<file path="src/rtl/vga_pkg.sv">
// rtl/vga_pkg.sv - shared VGA 640x480@60 timing constants, framebuffer geometry and pixel type
package vga_pkg;

  // Horizontal timing in pixel clocks
  localparam logic [9:0] H_VISIBLE = 10'd640;
  localparam logic [9:0] H_FP      = 10'd16;
  localparam logic [9:0] H_SYNC    = 10'd96;
  localparam logic [9:0] H_BP      = 10'd48;
  localparam logic [9:0] H_TOTAL   = 10'd800;

  // Vertical timing in lines
  localparam logic [9:0] V_VISIBLE = 10'd480;
  localparam logic [9:0] V_FP      = 10'd10;
  localparam logic [9:0] V_SYNC    = 10'd2;
  localparam logic [9:0] V_BP      = 10'd33;
  localparam logic [9:0] V_TOTAL   = 10'd525;

  // Sync window bounds derived from the porch widths
  localparam logic [9:0] H_SYNC_START = H_VISIBLE + H_FP;
  localparam logic [9:0] H_SYNC_END   = H_VISIBLE + H_FP + H_SYNC;
  localparam logic [9:0] V_SYNC_START = V_VISIBLE + V_FP;
  localparam logic [9:0] V_SYNC_END   = V_VISIBLE + V_FP + V_SYNC;

  // Framebuffer geometry
  localparam int FB_WIDTH  = 160;
  localparam int FB_HEIGHT = 120;

  // One framebuffer pixel: {R,G,B}
  typedef logic [2:0] pixel_t;

  // Test-pattern bar index: eight 80-pixel-wide vertical bars
  function automatic pixel_t bar_colour(input logic [9:0] h);
    pixel_t bar;
    bar = '0;
    for (int i = 1; i < 8; i++) begin
      if (h >= 10'(80 * i)) bar = pixel_t'(i);
    end
    return bar;
  endfunction

endpackage

</file>
<file path="src/rtl/vga_scanout_if.sv">
// rtl/vga_scanout_if.sv - synchronous-read framebuffer port between scanout and RAM
interface vga_scanout_if #(
  parameter int FB_ADDR_W = 15
);
  import vga_pkg::*;

  logic [FB_ADDR_W-1:0] fb_addr;
  pixel_t               fb_data;

  // Scanout drives the address and consumes data one clock later
  modport master (output fb_addr, input fb_data);
  // RAM side
  modport slave  (input fb_addr, output fb_data);
endinterface

</file>
<file path="src/rtl/vga_timing.sv">
// rtl/vga_timing.sv - pixel enable, h/v counters, sync/blank decode and frame pulse
module vga_timing (
  input  logic       clock,
  input  logic       resetn,
  output logic       pix_en,
  output logic [9:0] h,
  output logic [9:0] v,
  output logic       visible,
  output logic       hs_n,
  output logic       vs_n,
  output logic       frame_start
);
  import vga_pkg::*;

  logic h_last;
  logic v_last;

  assign h_last = (h == H_TOTAL - 10'd1);
  assign v_last = (v == V_TOTAL - 10'd1);

  // Divide-by-2 pixel enable; a rising edge with pix_en high advances the raster
  always_ff @(posedge clock or negedge resetn) begin
    if (!resetn) pix_en <= 1'b0;
    else         pix_en <= ~pix_en;
  end

  // Raster position: h wraps at end of line and carries into v
  always_ff @(posedge clock or negedge resetn) begin
    if (!resetn) begin
      h <= '0;
      v <= '0;
    end else if (pix_en) begin
      if (h_last) begin
        h <= '0;
        v <= v_last ? 10'd0 : v + 10'd1;
      end else begin
        h <= h + 10'd1;
      end
    end
  end

  // Sync and visible decode of the current position (registered downstream)
  always_comb begin
    visible = (h < H_VISIBLE) && (v < V_VISIBLE);
    hs_n    = !((h >= H_SYNC_START) && (h < H_SYNC_END));
    vs_n    = !((v >= V_SYNC_START) && (v < V_SYNC_END));
  end

  // Single-clock pulse on the advance edge that wraps the raster back to (0,0)
  always_ff @(posedge clock or negedge resetn) begin
    if (!resetn) frame_start <= 1'b0;
    else         frame_start <= pix_en && h_last && v_last;
  end

endmodule

</file>
<file path="src/rtl/vga_scanout.sv">
// rtl/vga_scanout.sv - framebuffer scanout to VGA DAC; SCANOUT_TESTPAT_EN selects colour bars
module vga_scanout #(
  parameter int H_SCALE_LOG2 = 2,
  parameter int FB_WIDTH     = 160,
  parameter int FB_ADDR_W    = 15
) (
  input  logic              clock,
  input  logic              resetn,
  vga_scanout_if.master     fb,
  output logic              VGA_CLK,
  output logic              VGA_HS,
  output logic              VGA_VS,
  output logic              VGA_BLANK_N,
  output logic              VGA_SYNC_N,
  output logic [9:0]        VGA_R,
  output logic [9:0]        VGA_G,
  output logic [9:0]        VGA_B,
  output logic              frame_start
);
  import vga_pkg::*;

  logic       pix_en;
  logic [9:0] h;
  logic [9:0] v;
  logic       visible;
  logic       hs_n;
  logic       vs_n;

  vga_timing u_timing (
    .clock       (clock),
    .resetn      (resetn),
    .pix_en      (pix_en),
    .h           (h),
    .v           (v),
    .visible     (visible),
    .hs_n        (hs_n),
    .vs_n        (vs_n),
    .frame_start (frame_start)
  );

  logic [FB_ADDR_W-1:0] row;
  logic [FB_ADDR_W-1:0] col;
  pixel_t               colour;

  // Framebuffer address: row*160 built from two shifts, zero outside the visible area
  always_comb begin
    row = FB_ADDR_W'(v >> H_SCALE_LOG2);
    col = FB_ADDR_W'(h >> H_SCALE_LOG2);
    if (visible && (col < FB_ADDR_W'(FB_WIDTH)))
      fb.fb_addr = (row << 7) + (row << 5) + col;
    else
      fb.fb_addr = '0;
  end

`ifdef SCANOUT_TESTPAT_EN
  logic unused_fb_data;
  assign unused_fb_data = ^fb.fb_data;
  // Colour bars from the horizontal position; RAM data is ignored
  always_comb colour = bar_colour(h);
`else
  // Colour straight from the framebuffer read port
  always_comb colour = fb.fb_data;
`endif

  // Output pipeline: capture colour, sync and blank together on each advance edge
  always_ff @(posedge clock or negedge resetn) begin
    if (!resetn) begin
      VGA_HS      <= 1'b1;
      VGA_VS      <= 1'b1;
      VGA_BLANK_N <= 1'b0;
      VGA_R       <= '0;
      VGA_G       <= '0;
      VGA_B       <= '0;
    end else if (pix_en) begin
      VGA_HS      <= hs_n;
      VGA_VS      <= vs_n;
      VGA_BLANK_N <= visible;
      VGA_R       <= visible ? {10{colour[2]}} : 10'd0;
      VGA_G       <= visible ? {10{colour[1]}} : 10'd0;
      VGA_B       <= visible ? {10{colour[0]}} : 10'd0;
    end
  end

  assign VGA_CLK    = pix_en;
  assign VGA_SYNC_N = 1'b1;

endmodule
</file>
<file path="src/flat_wrapper.sv">
// flat-port wrapper written by rule: the top's interface ports become plain ports
module vga_scanout_flat import vga_pkg::*;
#(
  parameter int H_SCALE_LOG2 = 2,
  parameter int FB_WIDTH     = 160,
  parameter int FB_ADDR_W    = 15
)
  (clock, resetn, VGA_CLK, VGA_HS, VGA_VS, VGA_BLANK_N, VGA_SYNC_N, VGA_R, VGA_G, VGA_B, frame_start, fb_fb_addr, fb_fb_data);
  vga_scanout_if #(.FB_ADDR_W(FB_ADDR_W)) fb_i ();
  input  logic clock;
  input  logic resetn;
  output logic VGA_CLK;
  output logic VGA_HS;
  output logic VGA_VS;
  output logic VGA_BLANK_N;
  output logic VGA_SYNC_N;
  output logic [9:0] VGA_R;
  output logic [9:0] VGA_G;
  output logic [9:0] VGA_B;
  output logic frame_start;
  output wire logic [$bits(fb_i.fb_addr)-1:0] fb_fb_addr;
  input wire logic [$bits(fb_i.fb_data)-1:0] fb_fb_data;
  assign fb_fb_addr = fb_i.fb_addr;
  assign fb_i.fb_data = fb_fb_data;
  vga_scanout #(.H_SCALE_LOG2(H_SCALE_LOG2), .FB_WIDTH(FB_WIDTH), .FB_ADDR_W(FB_ADDR_W)) u_core (.clock(clock), .resetn(resetn), .fb(fb_i), .VGA_CLK(VGA_CLK), .VGA_HS(VGA_HS), .VGA_VS(VGA_VS), .VGA_BLANK_N(VGA_BLANK_N), .VGA_SYNC_N(VGA_SYNC_N), .VGA_R(VGA_R), .VGA_G(VGA_G), .VGA_B(VGA_B), .frame_start(frame_start));
endmodule
</file>
<file path="config.mk">
export PLATFORM = sky130hd
export DESIGN_NAME = vga_scanout_flat
export DESIGN_NICKNAME = d
export VERILOG_FILES = /design/src/rtl/vga_pkg.sv /design/src/rtl/vga_scanout_if.sv /design/src/rtl/vga_timing.sv /design/src/rtl/vga_scanout.sv /design/src/flat_wrapper.sv
export SDC_FILE = /design/constraint.sdc
export NUM_CORES = 1
export LEC_CHECK = 0
export BUFFER_PORTS_ARGS = -buffer_cell sky130_fd_sc_hd__buf_4
export CORE_MARGIN = 10
export CORE_UTILIZATION = 50
export DETAILED_ROUTE_END_ITERATION = 8
export GPL_ROUTABILITY_DRIVEN = 0
export PLACE_DENSITY_LB_ADDON = 0.3
export SLEW_MARGIN = 20
export SYNTH_ARGS = -nofsm -noshare
export SYNTH_HDL_FRONTEND = slang
export SYNTH_HIERARCHICAL = 1
export SYNTH_SLANG_ARGS = --single-unit
</file>
<file path="constraint.sdc">
create_clock -name clock -period 3 [get_ports clock]
set_clock_uncertainty 0.15 [all_clocks]
set_input_delay 0.3 -clock clock [delete_from_list [all_inputs] [get_ports clock]]
set_output_delay 0.3 -clock clock [all_outputs]
set_load 0.005 [all_outputs]
</file>
After elaboration in Yosys (flattened, before gate mapping)

Cells that the tools add are included.

Register bits after elaboration: 55
Input port bits: 5
Word-level logic and storage cells: 39

Add/sub/neg operators: 4
Order comparisons: 7
Eq/ne operators: 2
Multiplexer cells: 6
Bitwise logic cells: 1
Reduce and logical (&&, ||, !) cells: 9

Operator list:

| cell                                                               | count |
|---|---|
| two-way mux 10 bit                                                 | 5 |
| adder 10 x 1 -> 10 bit, second input constant                      | 2 |
| equality test 10 bit, second input constant                        | 2 |
| < comparator 10 bit, second input constant                         | 2 |
| < comparator 10 x 9 -> 1 bit, second input constant                | 2 |
| adder 15 x 13 -> 15 bit                                            | 1 |
| adder 15 x 8 -> 15 bit                                             | 1 |
| two-way mux 15 bit                                                 | 1 |
| greater-or-equal comparator 10 bit, second input constant          | 1 |
| greater-or-equal comparator 10 x 9 -> 1 bit, second input constant | 1 |
| < comparator 8 bit, second input constant                          | 1 |
| logical AND 1 bit                                                  | 6 |
| zero test 1 bit                                                    | 2 |
| AND reduction 2 bit                                                | 1 |
| NOT 1 bit                                                          | 1 |

Longest topological paths before layout

Gate-level depths: netlist (run 1).

Word-level depth: 4
Depth in mapped cells: 8
Gate-level depth less buffers: 8

By module

The synthesis (run 1) kept the hierarchy.

By module, submodules not included:

| module      | times used | cells an instance | area an instance (µm²) |
|---|---|---|---|
| vga_timing  | 1          | 112               | 1,147.4 |
| vga_scanout | 1          | 127               | 1,039.7 |

Least setup slack after synthesis (run 1)

OpenSTA, ideal clock, no wires.

Path kind: register -> output
From: reg u_core.u_timing.h[9]
To: out fb_fb_addr[12]
Arrival: 2,197 ps
Setup slack: 353 ps
Stages on the path, launching flop included: 8
Buffers on the path: 0
Cell sequence: dfrtp_1 > inv_1 > fa_1 > fa_1 > nor2b_2 > o31ai_2 > a2111o_1 > o21ai_2

Longest elaborated chain between the ends: 4

Ends and longest elaborated chain:

| item                   | RTL line           | RTL |
|---|---|---|
| start, declared        | vga_timing.sv:6    | `output logic [9:0] h,` |
| start signal, assigned | vga_timing.sv:37   | `h <= h + 10'd1;` |
| < comparator 10 bit    | vga_timing.sv:44   | `visible = (h < H_VISIBLE) && (v < V_VISIBLE);` |
| logical AND 1 bit      | vga_timing.sv:44   |  |
| logical AND 1 bit      | vga_scanout.sv:49  | `if (visible && (col < FB_ADDR_W'(FB_WIDTH)))` |
| two-way mux 15 bit *   | vga_scanout.sv:49  |  |
| end, declared          | flat_wrapper.sv:21 | `output wire logic [$bits(fb_i.fb_addr)-1:0] fb_fb_addr;` |

Mark *: on every way between the ends. The rest lies on a longest branch, timed or not.

Final worst setup path (run 1)

From: reg u_core.u_timing.v[4]
To: out fb_fb_addr[13]

Longest elaborated chain between the ends: 4

Ends and longest elaborated chain:

| item                                                            | RTL line          | RTL |
|---|---|---|
| start, declared                                                 | vga_timing.sv:7   | `output logic [9:0] v,` |
| start signal, assigned                                          | vga_timing.sv:35  | `v <= v_last ? 10'd0 : v + 10'd1;` |
| branches (longest 3 deep; another with adder 15 x 13 -> 15 bit) | --                |  |
| two-way mux 15 bit *                                            | vga_scanout.sv:49 |  |

Every way passes the cells marked *.

==> results of run 1 <==
-- routing by layer --
metal  routed length [um]  up-vias  global-route usage (%)
li1                     -      898                       -
met1                 2170      876                    16.7
met2                 2640       52                    22.7
met3                  350        4                    3.60
met4                   36        0                    3.74
met5                    0        -                       0
-- worst min-delay path by stage --
stage / slack, ns / to / startpoint / cells after the start
2_1_floorplan: -0.15 / u_core/VGA_BLANK_N$_DFFE_PN0P_ / resetn / 0
3_3_place_gp: 0.09 / u_core/u_timing/v[9]$_DFFE_PN0P_ / resetn / 1
3_5_place_dp: 0.09 / u_core/u_timing/v[1]$_DFFE_PN0P_ / resetn / 1
4_1_cts: 0.1 / u_core/VGA_B[8]$_DFFE_PN0P_ / fb_fb_data[0] / 3
5_1_grt: 0.1 / u_core/VGA_B[8]$_DFFE_PN0P_ / fb_fb_data[0] / 3
6_report: 0.1 / u_core/VGA_R[8]$_DFFE_PN0P_ / fb_fb_data[2] / 3
-- cells in the mapped netlist, types with 3 or more instances --
cell type and n:
xnor2_1 9, o21ai_0 11, buf_4 30, dfrtp_1 26
nor4_1 4, nor3_1 9, xor2_1 4, a21oi_1 7
ha_1 19, nand3_1 14, nand2_1 13, o21a_1 3
and3_1 10, inv_1 15, nand4_1 6, mux2_2 3
nor2_1 14, and2_1 3
-- registers in the layout (all words and copies together) (netlist names) --
| signal | flops |
|---|---|
| u_core/VGA_B | 1 |
| u_core/VGA_BLANK_N | 1 |
| u_core/VGA_G | 1 |
| u_core/VGA_HS | 1 |
| u_core/VGA_R | 1 |
| u_core/VGA_VS | 1 |
| u_core/u_timing/frame_start | 1 |
| u_core/u_timing/h | 10 |
| u_core/u_timing/pix_en | 1 |
| u_core/u_timing/v | 10 |
-- area by class of cell --
class,count,area (sq um)
clock buffers,3,41.3
clock inverters,1,30.0
fillers,349,1460
inverters,15,56.3
multi-input cells,164,1260
flip-flops and latches,28,707
well taps,50,62.6
repair buffers,66,498
-- per-stage QoR --
stage	total power, W	setup slack [ns]
after floorplan	0.000423	0.353
after global placement	0.000442	0.265
after detailed placement	0.000443	0.179
after CTS	0.000741	0.00149
after global routing	0.000762	-0.0356
final	0.000731	0.109
-- cell families after synthesis --
family,Yosys count,synth area share (%)
other,1,0.171
AOI/OAI and AO/OA,38,11.8
buffers and inverters,47,13.2
adders and majority gates,21,12.7
DFF,28,32.2
and+or+nand+nor,87,22.7
muxes,4,2.00
xor gates and xnor gates,13,5.21
-- repair_timing --
action                                  4_1_cts  5_1_grt
buffers inserted                              3        4
endpoints found under the setup margin        4        5
hold endpoints to repair                     26        0
hold buffers                                  1        0
resized for setup                             3       11
pin swaps                                     1        5
-- where the power goes --
part           internal, W  switching (W)   total, W
sequential        0.000379     0.00000552   0.000385
combinational    0.0000291      0.0000211  0.0000501
clock             0.000179       0.000118   0.000296
-- critical path, stage by stage, from the launching register on --
cell and delay (ns):
dfrtp_2 0.37, inv_1 0.06, fa_2 0.60, inv_2 0.05, ha_4 0.24, a211oi_4 0.29
nor3_2 0.09, o21a_1 0.17, nor3_1 0.16, buf_4 0.14
==> flow_summary.yaml, run 1 <==
outcome:
  status: "finished clean"
power:
  worst_ir_drop_vdd_uv: 287
  p_leak_nw: 1.29
  powerDensity_mw_per_mm2: 276
place:
  place_hpwl_um: 3870
  placedCellCount: 315
  port_buffers: 54
  dpl_cell_area_sq_mm: 0.00245
worst_setup_path:
  cp-startpoint: "u_core/u_timing/v[4]$_DFFE_PN0P_"
  path_max_fanout: 3
  regToRegEndpoint: "u_core/u_timing/v[9]$_DFFE_PN0P_"
  critPathCaptureType: "output port"
  rr_worst_depth: 4
  critical_path_class: "reg2out"
  cp.arrival_ns: 2.44
  required_ns: 2.55
  r2r_setup_slack_ns: 0.81
  startpoint_type: "register"
  worstSetupEndpoint: "fb_fb_addr[13]"
  worstReg2RegStart: "u_core/u_timing/pix_en$_DFF_PN0_"
die:
  io_pins: 56
  die-height_um: 86.1
  rows: 23
  dieArea_sq_mm: 0.00742
  coreArea_sq_mm: 0.00412
  initial_core_util_pct: 53.1
  die_width_um: 86.1
synthesis:
  yosys-top-cells-area: "dfrtp_1 (30%), ha_1 (11%), buf_4 (10%)"
  yosys.cell_types.count: 48
  syn_area_sq_mm: 0.00219
  synth_edf_count: 0
  synth_nets: 265
  synthArstFlopShare_pct: 100
  synth_ff_type: "dfrtp_1"
  yosys_register_bits: 28
  synth_top_area_share_pct: 29.7
  synthesis.instances: 239
  synth_area_leader_cell: "dfrtp_1"
  syn_avg_cell_area_sq_um: 9.15
  yosys_warnings: 6
  ys_seq_area_share_pct: 32.2
finish:
  area.growth.synth_to_final_pct: 21.3
  design_area_sq_mm: 0.00265
  layout_commonest_cell: "buf_4"
  drive_gt1_share_pct: 34.7
  finalNonFillerCells: 327
  utilization_pct: 64.5
  num_antenna_cells: 0
  mostFrequentLayoutCells: "buf_4 (65), dfrtp_1 (23), ha_1 (15)"
  nets: 304
route:
  wl_um: 5200
  vias_per_cell: 5.60
  drtIter0Drc: 67
  drc: 0
  wl_per_cell_um: 15.9
  drtPass1Iterations: 4
  antenna_left: 0
  via_count: 1830
clock_tree:
  cts_buffer_depth: 2
  clk_latency_ns: 0.28
  cts_num_sinks: 28
  cts-root-buf: "clkbuf_8"
  cts_tree: "built"
  cts_inserted_buffers: 3
  path_clk_slew_ns: 0.10
  htreeDepth: 1
global_route:
  grt_use_total_pct: 13.6
  grt_antenna_before_repair: 0
  globalRouteOverflowTotal: 0
  grt_pass1_vias: 1858
  grt_max_degree: 29
  grt_pass1_wl_um: 8630
sta:
  setup_violations: 0
  worstMarginPinSlew_ns: 0.563
  relSlewSlack_pct: 62.5
  hold_ws_ns: 0.0982
  slew_violations: 0
  period_needed_ns: 2.89
  tns_ns: 0
  hold_viol_final: 0
  max_freq_mhz: 346
  rsz0062_at_grt: "true"
  min_period_over_period_pct: 96.4
worst_hold_path:
  hp-class: "in2reg"
run:
  maxCapViolCount: 0
(Power assumes the default switching activity.)
==> inputs of run 2 (changes only) <==
--- a/config.mk
+++ b/config.mk
@@ -7,7 +7,8 @@
 export LEC_CHECK = 0
 export BUFFER_PORTS_ARGS = -buffer_cell sky130_fd_sc_hd__buf_4
 export CORE_MARGIN = 10
-export CORE_UTILIZATION = 50
+export CORE_UTILIZATION = 42
+export CTS_CLUSTER_DIAMETER = 100
 export DETAILED_ROUTE_END_ITERATION = 8
 export GPL_ROUTABILITY_DRIVEN = 0
 export PLACE_DENSITY_LB_ADDON = 0.3
==> flow_summary.yaml, run 2 (synthesis gave the netlist of run 1 again) <==
route:
  vias_per_cell: 5.09
  wl_per_cell_um: 14.2
  via_count: 1760
  wl_um: 4900
  antenna_left: 0
  drtIter0Drc: 78
  drtPass1Iterations: 4
  drc: 0
sta:
  period_needed_ns: 2.93
  fin_ws_ns: 0.0654
  hold_ws_ns: 0.105
  max_freq_mhz: 341
  hold_viol_final: 0
  rsz0062_at_grt: "true"
  setup_violations: 0
  slew_violations: 0
  min_period_over_period_pct: 97.8
global_route:
  grt_use_total_pct: 10.8
  grt_antenna_before_repair: 0
  grt_pass1_wl_um: 7880
  grt_pass1_vias: 1622
  globalRouteOverflowTotal: 0
  grt_max_degree: 29
worst_setup_path:
  cp-startpoint: "u_core/u_timing/h[9]$_DFFE_PN0P_"
  worstSetupEndpoint: "fb_fb_addr[12]"
  startpoint_type: "register"
  crit_slowest_cell: "fa_1"
  worstReg2RegStart: "u_core/u_timing/h[7]$_DFFE_PN0P_"
  r2r_setup_slack_ns: 0.89
  cp.arrival_ns: 2.48
  regToRegEndpoint: "u_core/u_timing/v[4]$_DFFE_PN0P_"
  path_max_fanout: 4
  required_ns: 2.55
  rr_worst_depth: 5
  slowest_delay_ns: 0.54
  critPathCaptureType: "output port"
  crit_chain: "inv_1, fa_1, fa_2, nor2b_2, o31ai_4, a2111o_1, o21ai_2, buf_4"
  critical_path_class: "reg2out"
finish:
  seqCellArea_sq_um: 706
  num_antenna_cells: 0
  mostFrequentLayoutCells: "buf_4 (64), dfrtp_1 (24), ha_1 (17)"
  biggestRegsByFlops: "u_core/u_timing/h: 10 flops, u_core/u_timing/v: 10 flops"
  layout_commonest_cell: "buf_4"
  multiInputGateArea_sq_mm: 0.00124
  drive_gt1_share_pct: 33.3
  area.growth.synth_to_final_pct: 21.2
  fillers: 478
  finalNonFillerCells: 346
  nets: 303
die:
  die_width_um: 92.2
  io_pins: 56
  rows: 26
  die-height_um: 92.2
  initial_core_util_pct: 43.1
  dieArea_sq_mm: 0.00849
  coreArea_sq_mm: 0.00507
clock_tree:
  clk_latency_ns: 0.28
  path_clk_slew_ns: 0.10
  cts_tree: "built"
  cts_buffer_depth: 2
  cts-root-buf: "clkbuf_8"
  cts_inserted_buffers: 3
  cts_num_sinks: 28
  htreeDepth: 1
run:
  maxCapViolCount: 0
place:
  port_buffers: 54
  place_hpwl_um: 3740
  dp_slack_ns: 0.199
  placedCellCount: 337
power:
  total_power_w: 0.000730
  worst_ir_drop_vdd_uv: 158
  p_leak_nw: 1.30
  powerDensity_mw_per_mm2: 276
outcome:
  status: "finished clean"
worst_hold_path:
  hp-class: "in2reg"
[run 2: cell types whose count changed in the layout (fill, tap and decap cells not counted), sizes merged]
cell	previous run	this run
buf	65	64
[run 2: per-stage QoR]
stage	TNS, ns	util (%)	area, sq um
floorplan	0	-	2190
global placement	0	49.1	2490
detailed placement	0	49.1	2490
CTS	0	51.3	2600
global route	-0.00612	52.2	2650
finish	0	52.2	2650
[run 2: layer usage]
layer | track usage (%) | share of wire (%) | routed length [um]
met4 | 2.31 | 0.76 | 37
met5 | 0 | 0 | 0
met1 | 14.5 | 46 | 2250
met2 | 16.9 | 48 | 2350
met3 | 2.69 | 5.2 | 254
[run 2: worst min path at each step]
stage	to	start	cells after the start
detailed placement	u_core/u_timing/frame_start$_DFF_PN0_	resetn	1
global placement	u_core/u_timing/frame_start$_DFF_PN0_	resetn	1
finish	u_core/VGA_G[8]$_DFFE_PN0P_	fb_fb_data[1]	3
global route	u_core/VGA_G[8]$_DFFE_PN0P_	fb_fb_data[1]	3
floorplan	u_core/VGA_BLANK_N$_DFFE_PN0P_	resetn	0
CTS	u_core/VGA_B[8]$_DFFE_PN0P_	fb_fb_data[0]	3
[run 2: cell type report]
type                       instances  area share [%]
inverter                          15            2.12
clock inverter                     1            1.13
sequential                        28            26.6
timing repair buffer              65            18.5
multi-input combinational        164            46.7
tap                               70            3.31
clock buffer                       3            1.56
[run 2: report_power, final]
group | leakage (nW) | switching [W] | internal, W
sequential | 0.354 | 0.00000555 | 0.000379
combinational | 0.906 | 0.0000205 | 0.0000291
clock | 0.0357 | 0.000117 | 0.000179
total | 1.30 | 0.000143 | 0.000587
[run 2: critical path: cells and delay by family (launching register included)]
family | cells | cell delay (ns)
AOI/OAI and AO/OA | 3 | 0.54
adders and majority gates | 2 | 0.96
buffers and inverters | 2 | 0.18
and+or+nand+nor | 1 | 0.19
DFF | 1 | 0.36
[run 2: repair_timing]
| action | in CTS | in global routing |
|---|---|---|
| pin swaps | 2 | 3 |
| hold buffers | 1 | 0 |
| endpoints found under the hold margin | 26 | 0 |
| resized for setup | 3 | 7 |
| buffers inserted | 3 | 1 |
| endpoints found under the setup margin | 3 | 4 |
